## src/rtl/iccm_loader_pkg.sv

```systemverilog
// Shared types and constants for the ICCM boot loader.
// Holds the FSM state encoding, header/word byte counts and the word-count type.
// No logic; imported by iccm_loader and byte_packer.
package iccm_loader_pkg;

  localparam int HDR_BYTES      = 2;
  localparam int BYTES_PER_WORD = 4;

  // Word count carried in the stream header.
  typedef logic [HDR_BYTES*8-1:0] wcount_t;

  typedef enum logic [2:0] {
    S_IDLE,
    S_HDR_LO,
    S_HDR_HI,
    S_COLLECT,
    S_WRITE,
    S_RD_REQ,
    S_RD_WAIT,
    S_DONE
  } state_e;

endpackage

```

## src/rtl/byte_packer.sv

```systemverilog
// Little-endian byte-to-word assembler: first byte lands in [7:0].
// word_vld_o is combinational with the final byte's strobe, so the word is usable that same cycle.
// No backpressure: every byte_vld_i is consumed; clr_i discards a partial word.
module byte_packer
  import iccm_loader_pkg::*;
(
  input  logic                                  clk_i,
  input  logic                                  rst_i,
  input  logic                                  clr_i,
  input  logic                                  byte_vld_i,
  input  logic [7:0]                            byte_i,
  output logic                                  word_vld_o,
  output logic [BYTES_PER_WORD*8-1:0]           word_o,
  output logic [$clog2(BYTES_PER_WORD)-1:0]     idx_o
);

  localparam int IDX_W = $clog2(BYTES_PER_WORD);
  localparam int SH_W  = 8 * (BYTES_PER_WORD - 1);
  localparam logic [IDX_W-1:0] LAST_IDX = IDX_W'(BYTES_PER_WORD - 1);

  logic [IDX_W-1:0] idx_q, idx_d;
  logic [SH_W-1:0]  sh_q,  sh_d;

  // New bytes enter at the top and slide down, so the oldest ends up in the low lane.
  always_comb begin
    idx_d = idx_q;
    sh_d  = sh_q;
    if (clr_i) begin
      idx_d = '0;
      sh_d  = '0;
    end else if (byte_vld_i) begin
      sh_d  = {byte_i, sh_q[SH_W-1:8]};
      idx_d = (idx_q == LAST_IDX) ? '0 : idx_q + IDX_W'(1);
    end
  end

  // Shift register and byte index state.
  always_ff @(posedge clk_i or posedge rst_i) begin
    if (rst_i) begin
      idx_q <= '0;
      sh_q  <= '0;
    end else begin
      idx_q <= idx_d;
      sh_q  <= sh_d;
    end
  end

  assign word_vld_o = byte_vld_i && !clr_i && (idx_q == LAST_IDX);
  assign word_o     = {byte_i, sh_q};
  assign idx_o      = idx_q;

endmodule

```

## src/rtl/iccm_loader.sv

```systemverilog
// Boot loader: UART byte stream (16-bit count + LE words) -> full-word ICCM writes; holds core in reset.
// Write request issues the cycle after a word's 4th byte; optional ICCM_READBACK_EN adds a read-verify.
// No backpressure on the byte stream; readback buffers one byte, a second early byte flags an error.
module iccm_loader
  import iccm_loader_pkg::*;
#(
  parameter int ADDR_WIDTH = 12,
  parameter int BASE_ADDR  = 0
) (
  input  logic                  clk_i,
  input  logic                  rst_i,
  input  logic                  start_i,
  input  logic                  rx_valid_i,
  input  logic [7:0]            rx_byte_i,
  output logic                  req_o,
  output logic                  we_o,
  output logic [ADDR_WIDTH-1:0] addr_o,
  output logic [31:0]           wdata_o,
  output logic [3:0]            wmask_o,
  input  logic [31:0]           rdata_i,
  input  logic                  rvalid_i,
  output logic                  busy_o,
  output logic                  done_o,
  output logic                  err_o,
  output logic                  core_rst_o
);

  localparam logic [ADDR_WIDTH:0]   BASE_W   = (ADDR_WIDTH + 1)'(BASE_ADDR);
  localparam logic [ADDR_WIDTH-1:0] BASE_A   = ADDR_WIDTH'(BASE_ADDR);
  localparam logic [31:0]           CAPACITY = (32'd1 << ADDR_WIDTH) - 32'(BASE_ADDR);

  state_e                state_q, state_d;
  logic [7:0]            cnt_lo_q, cnt_lo_d;
  wcount_t               rem_q, rem_d;
  logic [ADDR_WIDTH:0]   waddr_q, waddr_d;
  logic [ADDR_WIDTH-1:0] addr_q, addr_d;
  logic [31:0]           wdata_q, wdata_d;
  logic                  busy_q, busy_d;
  logic                  done_q, done_d;
  logic                  err_q, err_d;
  logic                  core_rst_q, core_rst_d;

  logic        pk_clr, pk_vld, pk_word_vld;
  logic [7:0]  pk_dat;
  logic [31:0] pk_word;
  logic [1:0]  pk_idx;
  logic        accept, launch, fin, fin_err;
  wcount_t     hdr_count;

`ifdef ICCM_READBACK_EN
  logic       hold_vld_q, hold_vld_d;
  logic [7:0] hold_dat_q, hold_dat_d;
  logic       unused_ok;
  assign unused_ok = ^pk_idx;
`else
  logic       unused_ok;
  assign unused_ok = ^{rdata_i, rvalid_i, pk_idx};
`endif

  byte_packer u_packer (
    .clk_i      (clk_i),
    .rst_i      (rst_i),
    .clr_i      (pk_clr),
    .byte_vld_i (pk_vld),
    .byte_i     (pk_dat),
    .word_vld_o (pk_word_vld),
    .word_o     (pk_word),
    .idx_o      (pk_idx)
  );

  // Next-state, byte routing and status flag updates.
  always_comb begin
    state_d    = state_q;
    cnt_lo_d   = cnt_lo_q;
    rem_d      = rem_q;
    waddr_d    = waddr_q;
    addr_d     = addr_q;
    wdata_d    = wdata_q;
    busy_d     = busy_q;
    done_d     = done_q;
    err_d      = err_q;
    core_rst_d = core_rst_q;
    pk_clr     = 1'b0;
    pk_dat     = rx_byte_i;
    hdr_count  = {rx_byte_i, cnt_lo_q};
    launch     = 1'b0;
    fin        = 1'b0;
    fin_err    = 1'b0;
    // WRITE still accepts a byte so a back-to-back stream loses nothing.
    accept     = (state_q == S_COLLECT) || (state_q == S_WRITE);

`ifdef ICCM_READBACK_EN
    hold_vld_d = hold_vld_q;
    hold_dat_d = hold_dat_q;
    // A held byte drains first; a byte arriving alongside takes its place.
    pk_vld = accept && (hold_vld_q || rx_valid_i);
    if (hold_vld_q) pk_dat = hold_dat_q;
    if (accept) begin
      hold_vld_d = hold_vld_q && rx_valid_i;
      if (hold_vld_q && rx_valid_i) hold_dat_d = rx_byte_i;
    end
`else
    pk_vld = accept && rx_valid_i;
`endif

    case (state_q)
      S_IDLE, S_DONE: begin
        if (start_i) launch = 1'b1;
      end
      S_HDR_LO: begin
        if (rx_valid_i) begin
          cnt_lo_d = rx_byte_i;
          state_d  = S_HDR_HI;
        end
      end
      S_HDR_HI: begin
        if (rx_valid_i) begin
          rem_d = hdr_count;
          if (hdr_count == '0) begin
            fin = 1'b1;
          end else if ({16'd0, hdr_count} > CAPACITY) begin
            fin     = 1'b1;
            fin_err = 1'b1;
          end else begin
            state_d = S_COLLECT;
          end
        end
      end
      S_COLLECT: begin
        if (pk_word_vld) begin
          wdata_d = pk_word;
          addr_d  = waddr_q[ADDR_WIDTH-1:0];
          state_d = S_WRITE;
        end
      end
      S_WRITE: begin
        waddr_d = waddr_q + (ADDR_WIDTH + 1)'(1);
        rem_d   = rem_q - wcount_t'(1);
`ifdef ICCM_READBACK_EN
        state_d = S_RD_REQ;
`else
        if (rem_q > wcount_t'(1)) state_d = S_COLLECT;
        else                      fin     = 1'b1;
`endif
      end
`ifdef ICCM_READBACK_EN
      S_RD_REQ: begin
        state_d = S_RD_WAIT;
      end
      S_RD_WAIT: begin
        // rem_q was already decremented in WRITE.
        if (rvalid_i) begin
          if (rdata_i != wdata_q) begin
            fin     = 1'b1;
            fin_err = 1'b1;
          end else if (rem_q != '0) begin
            state_d = S_COLLECT;
          end else begin
            fin = 1'b1;
          end
        end
      end
`endif
      default: state_d = S_IDLE;
    endcase

`ifdef ICCM_READBACK_EN
    if (((state_q == S_RD_REQ) || (state_q == S_RD_WAIT)) && rx_valid_i) begin
      if (hold_vld_q) begin
        fin     = 1'b1;
        fin_err = 1'b1;
      end else begin
        hold_vld_d = 1'b1;
        hold_dat_d = rx_byte_i;
      end
    end
`endif

    if (fin) begin
      state_d    = S_DONE;
      busy_d     = 1'b0;
      done_d     = 1'b1;
      err_d      = fin_err;
      core_rst_d = fin_err;
    end

    if (launch) begin
      state_d    = S_HDR_LO;
      busy_d     = 1'b1;
      done_d     = 1'b0;
      err_d      = 1'b0;
      core_rst_d = 1'b1;
      waddr_d    = BASE_W;
      pk_clr     = 1'b1;
`ifdef ICCM_READBACK_EN
      hold_vld_d = 1'b0;
`endif
    end
  end

  // State and output registers; reset aborts any load in progress.
  always_ff @(posedge clk_i or posedge rst_i) begin
    if (rst_i) begin
      state_q    <= S_IDLE;
      cnt_lo_q   <= '0;
      rem_q      <= '0;
      waddr_q    <= BASE_W;
      addr_q     <= BASE_A;
      wdata_q    <= '0;
      busy_q     <= 1'b0;
      done_q     <= 1'b0;
      err_q      <= 1'b0;
      core_rst_q <= 1'b1;
`ifdef ICCM_READBACK_EN
      hold_vld_q <= 1'b0;
      hold_dat_q <= '0;
`endif
    end else begin
      state_q    <= state_d;
      cnt_lo_q   <= cnt_lo_d;
      rem_q      <= rem_d;
      waddr_q    <= waddr_d;
      addr_q     <= addr_d;
      wdata_q    <= wdata_d;
      busy_q     <= busy_d;
      done_q     <= done_d;
      err_q      <= err_d;
      core_rst_q <= core_rst_d;
`ifdef ICCM_READBACK_EN
      hold_vld_q <= hold_vld_d;
      hold_dat_q <= hold_dat_d;
`endif
    end
  end

`ifdef ICCM_READBACK_EN
  assign req_o = (state_q == S_WRITE) || (state_q == S_RD_REQ);
`else
  assign req_o = (state_q == S_WRITE);
`endif
  assign we_o       = (state_q == S_WRITE);
  assign wmask_o    = (state_q == S_WRITE) ? 4'hF : 4'h0;
  assign addr_o     = addr_q;
  assign wdata_o    = wdata_q;
  assign busy_o     = busy_q;
  assign done_o     = done_q;
  assign err_o      = err_q;
  assign core_rst_o = core_rst_q;

endmodule

```

## config.mk

```make
export PLATFORM = sky130hd
export DESIGN_NAME = iccm_loader
export DESIGN_NICKNAME = d
export VERILOG_FILES = /design/src/rtl/iccm_loader_pkg.sv /design/src/rtl/byte_packer.sv /design/src/rtl/iccm_loader.sv
export SDC_FILE = /design/constraint.sdc
export NUM_CORES = 1
export LEC_CHECK = 0
export CAP_MARGIN = 5
export CORE_MARGIN = 4
export CORE_UTILIZATION = 55
export CTS_CLUSTER_DIAMETER = 60
export CTS_CLUSTER_SIZE = 16
export DETAILED_ROUTE_END_ITERATION = 7
export PLACE_DENSITY = 0.87
export SKIP_CTS_REPAIR_TIMING = 1
export SYNTH_ARGS = -nofsm -noshare
export SYNTH_HDL_FRONTEND = slang
export SYNTH_SLANG_ARGS = --single-unit
```

## constraint.sdc

```tcl
create_clock -name clk_i -period 7.95 [get_ports clk_i]
set_input_delay 2.385 -clock clk_i [delete_from_list [all_inputs] [get_ports clk_i]]
set_output_delay 2.385 -clock clk_i [all_outputs]
set_load 0.03 [all_outputs]
```

==> results.py, run 1 <==
metrics = {
    "status": {
        "status": "completed",
    },
    "routing": {
        "vias": 3539,
        "postRouteAntennaNets": 0,
        "wl_um": 11100,
        "drc_errors": 0,
        "drt_iter0_markers": 261,
        "drt-wirelength-per-cell_um": 18.9,
        "firstDrtPassIters": 7,
        "vias_per_cell": 6.05,
    },
    "clock_tree": {
        "cts-root-buf": "clkbuf_8",
        "cts_tree": "done",
        "htreeDepth": 4,
        "worst_skew_pair.late_latency_ns": 0.52,
        "clock-sinks": 113,
        "clockBufferDepth": 2,
        "clkTransAtPathRegs_ns": 0.06,
        "numCtsBuffers": 17,
    },
    "timing": {
        "setup_tns_ns": 0,
        "max-slew-margin-rel": 0.297,
        "rsz0062_at_grt": "no",
        "slew_viol_final": 0,
        "hold_viol": 0,
        "layout_worst_path_cycle_share": 0.663,
        "fin_crit_ns": 5.27,
        "setup_viol": 0,
        "fin_skew_ns": 0.00589,
        "hold_slack_ns": 0.498,
        "fmax_mhz": 190,
        "worst_pin_slew_ns": 1.05,
    },
    "place": {
        "place_hpwl_um": 6870,
        "gp_congestion": 0.826,
        "io_buffers": 65,
    },
    "worst_setup_path": {
        "cp.required_ns": 5.57,
        "cp.arrival_ns": 2.88,
        "path_class": "reg -> out",
        "worstSetupEndpointType": "output port",
        "crit_fanout": 26,
        "worstRegToRegCells": 5,
        "start_kind": "flip-flop",
    },
    "finish": {
        "area_delta_synth_final_pct": 25.2,
        "n_fill_cell": 573,
        "regArea_mm2": 0.00283,
        "final_util": 0.703,
        "final_nets": 513,
        "final_common_cell": "dfrtp_1",
        "diodes": 0,
        "multi_input_area_mm2": 0.00188,
        "mostFrequentLayoutCells": "dfrtp_1 (112), clkdlybuf4s50_1 (65), mux2_2 (52)",
        "drive_gt1_frac": 0.201,
    },
    "synthesis": {
        "synth-edff-count": 0,
        "postSynth.asyncResetShare": 1.00,
        "syn-num-nets": 449,
        "avgSynthCellArea_um2": 12.2,
        "synthTopCellsByArea": "dfrtp_1 (58%), mux2_2 (12%), a22o_1 (4.7%)",
        "synth_seq_cells": 113,
        "syn_area_mm2": 0.00487,
        "yosys_warnings": 0,
        "synth-seq-area-share": 0.581,
        "syn_inst": 400,
        "yosysUniqueCellTypes": 47,
        "ys.flop_type": "dfrtp_1",
        "yosysTopAreaCell": "dfrtp_1",
        "synth_top_cell_area_share": 0.575,
    },
    "global_route": {
        "grt_max_degree": 72,
        "grt_pass1_wl_um": 18100,
        "antenna_found_initial": 0,
        "grt_overflow": 0,
        "grt_pass1_vias": 3615,
        "grt_usage": 0.225,
    },
    "min_path": {
        "hp-class": "reg -> reg",
        "min_path_cells": 1,
    },
    "pwr": {
        "power_density_mw_per_mm2": 418,
        "vdd_drop_max_mv": 0.260,
        "leakagePower_uw": 0.00268,
    },
    "job": {
        "cap_viol_max_count": 0,
    },
    "floorplanning": {
        "die-area_mm2": 0.0104,
        "dieWidth_um": 102,
        "core_area_mm2": 0.00868,
        "num_rows": 34,
        "start_util": 0.561,
        "die_h_um": 102,
        "io_pins": 99,
    },
}
synth_stat cells (2+ instances only):
master / n
nand3_1: 11
and3_1: 5
o21ai_0: 11
and4_1: 2
ha_1: 4
nand3b_1: 6
nand2_1: 20
inv_1: 9
o211ai_1: 6
o311ai_0: 4
a21oi_1: 16
nor3_1: 6
buf_2: 6
or3_1: 6
o31ai_1: 2
xnor2_1: 4
a22o_1: 26
o22ai_1: 2
xor2_1: 6
nor2_1: 28
a211oi_1: 3
a311oi_1: 4
mux2_2: 52
buf_4: 10
nand4_1: 5
nor4_1: 9
buf_1: 2
dfrtp_1: 112
clkbuf_1: 5
kinds of logic (layout without fill, tap and decap cells):
logic type	Yosys count	count (layout)	synth area share
adder cells (fa/ha/maj)	4	4	0.0103
AO/OA/AOI/OAI	82	82	0.122
AND/OR/NAND/NOR	106	106	0.113
XOR/XNOR	10	10	0.0180
multiplexers	53	53	0.122
flip-flops	113	113	0.581
buffers and inverters	32	109	0.0339
cell type report:
cell class                 count  share of cell area
multi-input combinational    255               0.308
sequential                   113               0.464
tap                          108              0.0221
clock inverter                15              0.0221
clock buffer                  17              0.0679
inverter                       9             0.00595
timing repair buffer          68               0.110
layer usage:
layer,track usage,vias to the layer above,share of wire
met4,0.0999,0,0.025
li1,-,1597,-
met1,0.300,1783,0.42
met3,0.0526,29,0.057
met5,0,-,0
met2,0.355,130,0.50
worst max-delay path, cell delays in order (launching register included):
cell and delay (ns):
dfrtp_1 0.58, nand2_1 0.32, inv_1 0.66, clkdlybuf4s50_1 0.81
flip-flops by register name (all words and copies together) (netlist names):
register / cells
wdata_o: 32
u_packer.sh_q: 24
rem_q: 16
addr_o: 12
waddr_q: 12
cnt_lo_q: 8
state_q: 3
u_packer.idx_o: 2
busy_o: 1
core_rst_o: 1
done_o: 1
err_o: 1
final timing paths:
kind	slack [ns]	start	end
worst min-delay path	0.50	rem_q[14]$_DFFE_PP0P_	rem_q[14]$_DFFE_PP0P_
worst min register to register	0.50	rem_q[14]$_DFFE_PP0P_	rem_q[14]$_DFFE_PP0P_
max in group asynchronous	4.44	rst_i	rem_q[11]$_DFFE_PP0P_
worst max register to register	5.05	state_q[2]$_DFFE_PP0P_	wdata_o[20]$_DFFE_PP0P_
worst max-delay path	2.68	state_q[2]$_DFFE_PP0P_	wmask_o[1]
min in group asynchronous	2.26	rst_i	wdata_o[0]$_DFFE_PP0P_
power breakdown:
part           total, uW  switching (uW)  internal [uW]  leakage [uW]
logic                836             450            386      0.000967
clock network        701             285            416      0.000257
registers           1010             208            803       0.00145
total               2550             943           1610       0.00268
per-stage QoR:
| step | setup WS [ns] | area (um^2) | instances | power, uW |
|---|---|---|---|---|
| floorplan | 2.58 | 4870 | 400 | 1530 |
| global placement | 3.06 | 5550 | 553 | 1790 |
| detailed placement | 3.02 | 5550 | 553 | 1840 |
| CTS | 2.70 | 6100 | 585 | 2550 |
| global route | 2.52 | 6100 | 585 | 2670 |
| finish | 2.68 | 6100 | 585 | 2550 |
(Power assumes the default switching activity.)
==> run 2: changes to the inputs <==
--- a/config.mk
+++ b/config.mk
@@ -7,11 +7,11 @@
 export LEC_CHECK = 0
 export CAP_MARGIN = 5
 export CORE_MARGIN = 4
-export CORE_UTILIZATION = 55
+export CORE_UTILIZATION = 51
 export CTS_CLUSTER_DIAMETER = 60
 export CTS_CLUSTER_SIZE = 16
 export DETAILED_ROUTE_END_ITERATION = 7
-export PLACE_DENSITY = 0.87
+export PLACE_DENSITY = 0.81
 export SKIP_CTS_REPAIR_TIMING = 1
 export SYNTH_ARGS = -nofsm -noshare
 export SYNTH_HDL_FRONTEND = slang
==> constraint.sdc (replaced) <==
create_clock -name clk_i -period 5.15 [get_ports clk_i]
set_input_delay 1.545 -clock clk_i [delete_from_list [all_inputs] [get_ports clk_i]]
set_output_delay 1.545 -clock clk_i [all_outputs]
set_load 0.03 [all_outputs]
==> run 2 against run 1 <==
First-iteration DRC count fell by 5.0%. Cell count rose by 3.6%. Sequential power rose by 55%. Combinational power rose by 56%. Setup slack got worse by 2.0 ns. Power rose by 56%. Clock power rose by 60%. Critical endpoint is now wmask_o[2]. Largest power group unchanged.
==> results.py, run 2 (synthesis results as in run 1) <==
metrics = {
    "place": {
        "place_hpwl_um": 7050,
        "place_ws_ns": 1.25,
        "io_buffers": 65,
        "gp_congestion": 0.856,
    },
    "worst_setup_path": {
        "path_cells": "nor2_1 > nand2_1 > inv_1 > clkdlybuf4s50_1",
        "slowest_delay_ns": 0.81,
        "path_delay_family": "buffers and inverters",
        "start_kind": "flip-flop",
        "cp.arrival_ns": 2.90,
        "cp.required_ns": 3.61,
        "cp_slowest_cell": "clkdlybuf4s50_1",
        "cp-endpoint": "wmask_o[2]",
        "r2r_slack_ns": 2.38,
        "cp.depth": 4,
        "crit_buf_inv": 2,
        "worstSetupEndpointType": "output port",
        "r2r-start": "state_q[1]$_DFFE_PP0P_",
        "r2r-end": "wdata_o[7]$_DFFE_PP0P_",
        "worstRegToRegCells": 7,
        "crit_fanout": 26,
        "critPathLaunch": "state_q[1]$_DFFE_PP0P_",
        "path_class": "reg -> out",
    },
    "routing": {
        "vias_per_cell": 5.82,
        "drc_errors": 0,
        "firstDrtPassIters": 4,
        "vias": 3529,
        "drt_iter0_markers": 248,
        "dr_wl_met3_um": 634,
        "highest_layer": "met4",
        "wl_um": 11400,
        "wl_met2_um": 5760,
        "drt-wirelength-per-cell_um": 18.8,
        "wl_met1_um": 4830,
        "postRouteAntennaNets": 0,
    },
    "clock_tree": {
        "clockBufferDepth": 2,
        "clock-sinks": 113,
        "clkTransAtPathRegs_ns": 0.05,
        "numCtsBuffers": 17,
        "htreeDepth": 4,
        "cts-root-buf": "clkbuf_8",
        "cts_tree": "done",
        "worst_skew_pair.late_latency_ns": 0.51,
    },
    "finish": {
        "diodes": 0,
        "largest_register_ff_count": 32,
        "drive_gt1_frac": 0.199,
        "mostFrequentLayoutCells": "dfrtp_1 (112), clkdlybuf4s50_1 (65), mux2_2 (52)",
        "area_delta_synth_final_pct": 26.9,
        "final_common_cell": "dfrtp_1",
        "final_nets": 514,
        "final_util": 0.666,
    },
    "floorplanning": {
        "io_pins": 99,
        "dieWidth_um": 106,
        "die-area_mm2": 0.0112,
        "num_rows": 35,
        "core_area_mm2": 0.00928,
        "die_h_um": 106,
        "start_util": 0.525,
    },
    "min_path": {
        "hp-class": "reg -> reg",
    },
    "status": {
        "status": "completed",
    },
    "timing": {
        "setup_viol": 0,
        "fmax_mhz": 225,
        "rsz0062_at_grt": "no",
        "hold_viol": 0,
        "setup_tns_ns": 0,
        "worst_pin_slew_ns": 0.957,
        "fin_skew_ns": 0.00863,
        "hold_slack_ns": 0.491,
        "layout_worst_path_cycle_share": 0.862,
        "setup_slack_ns": 0.710,
        "slew_viol_final": 0,
        "max-slew-margin-rel": 0.360,
        "fin_crit_ns": 4.44,
    },
    "global_route": {
        "grt_overflow": 0,
        "grt_usage": 0.217,
        "antenna_found_initial": 0,
        "grt_pass1_wl_um": 19000,
        "grt_max_degree": 73,
        "grt_pass1_vias": 3716,
    },
    "pwr": {
        "vdd_drop_max_mv": 0.518,
        "power_density_mw_per_mm2": 645,
        "leakagePower_uw": 0.00272,
    },
    "job": {
        "cap_viol_max_count": 0,
    },
}
run 2: worst register-to-register path, delay by kind of cell (launching register included):
family	cells	cell delay, ns
muxes	1	0.37
buffers and inverters	2	0.59
and+or+nand+nor	3	0.92
DFF	1	0.53
AOI/OAI and AO/OA	1	0.25
run 2: worst min-delay path by stage:
stage                                             from                           end  slack, ns  cells after the start
after CTS                           busy_o$_DFFE_PP0P_            busy_o$_DFFE_PP0P_       0.50                      1
after global placement              busy_o$_DFFE_PP0P_            busy_o$_DFFE_PP0P_       0.46                      1
after global routing              rem_q[5]$_DFFE_PP0P_          rem_q[5]$_DFFE_PP0P_       0.51                      1
after floorplan                  rem_q[15]$_DFFE_PP0P_         rem_q[15]$_DFFE_PP0P_       0.45                      1
final                               busy_o$_DFFE_PP0P_            busy_o$_DFFE_PP0P_       0.49                      1
after detailed placement  u_packer.sh_q[5]$_DFFE_PP0P_  u_packer.sh_q[5]$_DFFE_PP0P_       0.48                      1
run 2: where the power goes:
| group | switching (uW) | total [uW] | internal [uW] |
|---|---|---|---|
| clock | 398 | 1120 | 720 |
| combinational | 703 | 1300 | 598 |
| sequential | 325 | 1570 | 1240 |
| total | 1430 | 3980 | 2560 |
run 2: final cells by class:
cell class / instances / area, um^2
fill: 693 / 3100
sequential: 113 / 2830
multi-input combinational: 255 / 1880
timing repair buffer: 69 / 706
clock buffer: 21 / 459
tap: 129 / 161
clock inverter: 10 / 110
inverter: 9 / 36.3
run 2: through the flow:
stage          cell area [um^2]  std cells  power [uW]
3_5_place_dp               5610        575        2850
6_report                   6180        606        3980
5_1_grt                    6180        606        4190
2_1_floorplan              4870        400        2360
4_1_cts                    6180        606        4000
3_3_place_gp               5610        575        2770
run 2: per-layer routing:
layer / track usage / vias to the layer above
met5: 0 / -
met4: 0.0860 / 0
met3: 0.0582 / 21
met2: 0.357 / 112
met1: 0.274 / 1792
li1: - / 1604
==> run 3: changes to the inputs <==
--- a/config.mk
+++ b/config.mk
@@ -6,12 +6,12 @@
 export NUM_CORES = 1
 export LEC_CHECK = 0
 export CAP_MARGIN = 5
-export CORE_MARGIN = 4
-export CORE_UTILIZATION = 51
+export CORE_MARGIN = 2
+export CORE_UTILIZATION = 25
 export CTS_CLUSTER_DIAMETER = 60
 export CTS_CLUSTER_SIZE = 16
 export DETAILED_ROUTE_END_ITERATION = 7
-export PLACE_DENSITY = 0.81
+export PLACE_DENSITY = 0.48
 export SKIP_CTS_REPAIR_TIMING = 1
 export SYNTH_ARGS = -nofsm -noshare
 export SYNTH_HDL_FRONTEND = slang
==> constraint.sdc (replaced) <==
create_clock -name clk_i -period 3.8 [get_ports clk_i]
set_input_delay 1.14 -clock clk_i [delete_from_list [all_inputs] [get_ports clk_i]]
set_output_delay 1.14 -clock clk_i [all_outputs]
set_load 0.03 [all_outputs]
==> run 3 against run 2 <==
Combinational power grew 35%. Cell count rose by 24%. Cell area up 4.7%. Non-clock buffer count increased by 6.
==> results.py, run 3 (synthesis results as in run 1) <==
metrics = {
    "status": {
        "status": "completed",
    },
    "finish": {
        "final_nets": 520,
        "mostFrequentLayoutCells": "dfrtp_1 (112), clkdlybuf4s50_1 (65), mux2_2 (52)",
        "diodes": 0,
        "n_fill_cell": 1942,
        "drive_gt1_frac": 0.211,
        "largest_register_ff_count": 32,
        "final_common_cell": "dfrtp_1",
        "area_delta_synth_final_pct": 32.8,
    },
    "place": {
        "place_ws_ns": 0.574,
        "io_buffers": 65,
        "gp_congestion": 0.785,
        "place_hpwl_um": 7770,
    },
    "worst_setup_path": {
        "cp_slowest_cell": "clkdlybuf4s50_1",
        "r2r-start": "state_q[1]$_DFFE_PP0P_",
        "start_kind": "flip-flop",
        "r2r-end": "wdata_o[10]$_DFFE_PP0P_",
        "r2r_slack_ns": 1.40,
        "cp.arrival_ns": 2.11,
        "path_class": "reg -> out",
        "worstSetupEndpointType": "output port",
        "path_cells": "nor2_1 > nand2_1 > inv_1 > clkdlybuf4s50_1",
        "slowest_delay_ns": 0.73,
        "path_delay_family": "buffers and inverters",
        "crit_fanout": 12,
        "worstRegToRegCells": 7,
        "cp.required_ns": 2.66,
        "crit_buf_inv": 2,
    },
    "clock_tree": {
        "cts-root-buf": "clkbuf_16",
        "clock-sinks": 113,
        "clkTransAtPathRegs_ns": 0.05,
        "cts_tree": "done",
        "numCtsBuffers": 17,
        "htreeDepth": 4,
        "clockBufferDepth": 2,
        "worst_skew_pair.late_latency_ns": 0.41,
    },
    "timing": {
        "fmax_mhz": 308,
        "layout_worst_path_cycle_share": 0.855,
        "fin_crit_ns": 3.25,
        "setup_slack_ns": 0.551,
        "slew_viol_final": 0,
        "fin_skew_ns": 0.00832,
        "max-slew-margin-rel": 0.249,
        "setup_tns_ns": 0,
        "hold_viol": 0,
        "rsz0062_at_grt": "no",
        "setup_viol": 0,
        "hold_slack_ns": 0.487,
        "worst_pin_slew_ns": 1.13,
    },
    "min_path": {
        "hp-class": "reg -> reg",
        "min_path_cells": 1,
        "holdCritStartpoint": "rem_q[15]$_DFFE_PP0P_",
        "hold_end": "rem_q[15]$_DFFE_PP0P_",
    },
    "routing": {
        "postRouteAntennaNets": 0,
        "drt_iter0_markers": 246,
        "vias": 3408,
        "vias_per_cell": 4.55,
        "drt-wirelength-per-cell_um": 15.5,
        "wl_um": 11600,
        "firstDrtPassIters": 4,
        "drc_errors": 0,
    },
    "floorplanning": {
        "dieWidth_um": 144,
        "die_h_um": 144,
        "io_pins": 99,
        "num_rows": 51,
        "start_util": 0.253,
        "die-area_mm2": 0.0206,
        "core_area_mm2": 0.0193,
    },
    "global_route": {
        "grt_usage": 0.122,
        "grt_max_degree": 84,
        "grt_overflow": 0,
        "grt_pass1_vias": 3474,
        "grt_pass1_wl_um": 19200,
        "antenna_found_initial": 0,
    },
    "pwr": {
        "total_power_uw": 5560,
        "vdd_drop_max_mv": 0.509,
        "leakagePower_uw": 0.00277,
        "power_density_mw_per_mm2": 859,
    },
    "job": {
        "cap_viol_max_count": 0,
    },
}
[run 3: worst max-delay path by stage]
stage                                   to  cells after the start              startpoint
floorplan                             we_o                      6  state_q[1]$_DFFE_PP0P_
detailed placement  state_q[2]$_DFFE_PP0P_                      5            rx_byte_i[6]
finish                               req_o                      4  state_q[1]$_DFFE_PP0P_
global route                    wmask_o[1]                      4  state_q[1]$_DFFE_PP0P_
CTS                                  req_o                      4  state_q[1]$_DFFE_PP0P_
global placement    state_q[2]$_DFFE_PP0P_                      5            rx_byte_i[5]
[run 3: worst reg2reg max path: stages (launching register included)]
cell,delay [ns]
dfrtp_1,0.52
nor2_1,0.15
nand2_1,0.08
buf_4,0.19
a21oi_2,0.32
and3_2,0.35
buf_12,0.26
mux2_2,0.40
[run 3: final cells by class]
class	count	area, um^2	share of cell area
well taps	265	332	0.0512
clock inverters	9	153	0.0236
repair buffers	75	751	0.116
clock buffers	23	488	0.0754
multi-input cells	255	1880	0.291
flip-flops and latches	113	2830	0.437
inverters	9	37.5	0.00580
[run 3: report_power, final]
group	total, uW	switching (uW)	internal [uW]
sequential	2100	417	1680
clock	1710	548	1160
combinational	1750	931	815
[run 3: layer usage]
metal,track usage,wire [um],up-vias
met2,0.185,5510,73
met3,0.0307,537,16
met4,0.0495,192,0
met1,0.166,5340,1697
met5,0,0,-
li1,-,-,1622
[run 3: through the flow]
step	cell area, um^2	util	cells
final	6470	0.336	749
after global routing	6470	0.336	749
after CTS	6470	0.336	749
after detailed placement	5830	0.303	717
after global placement	5830	0.303	717
after floorplan	4880	-	400
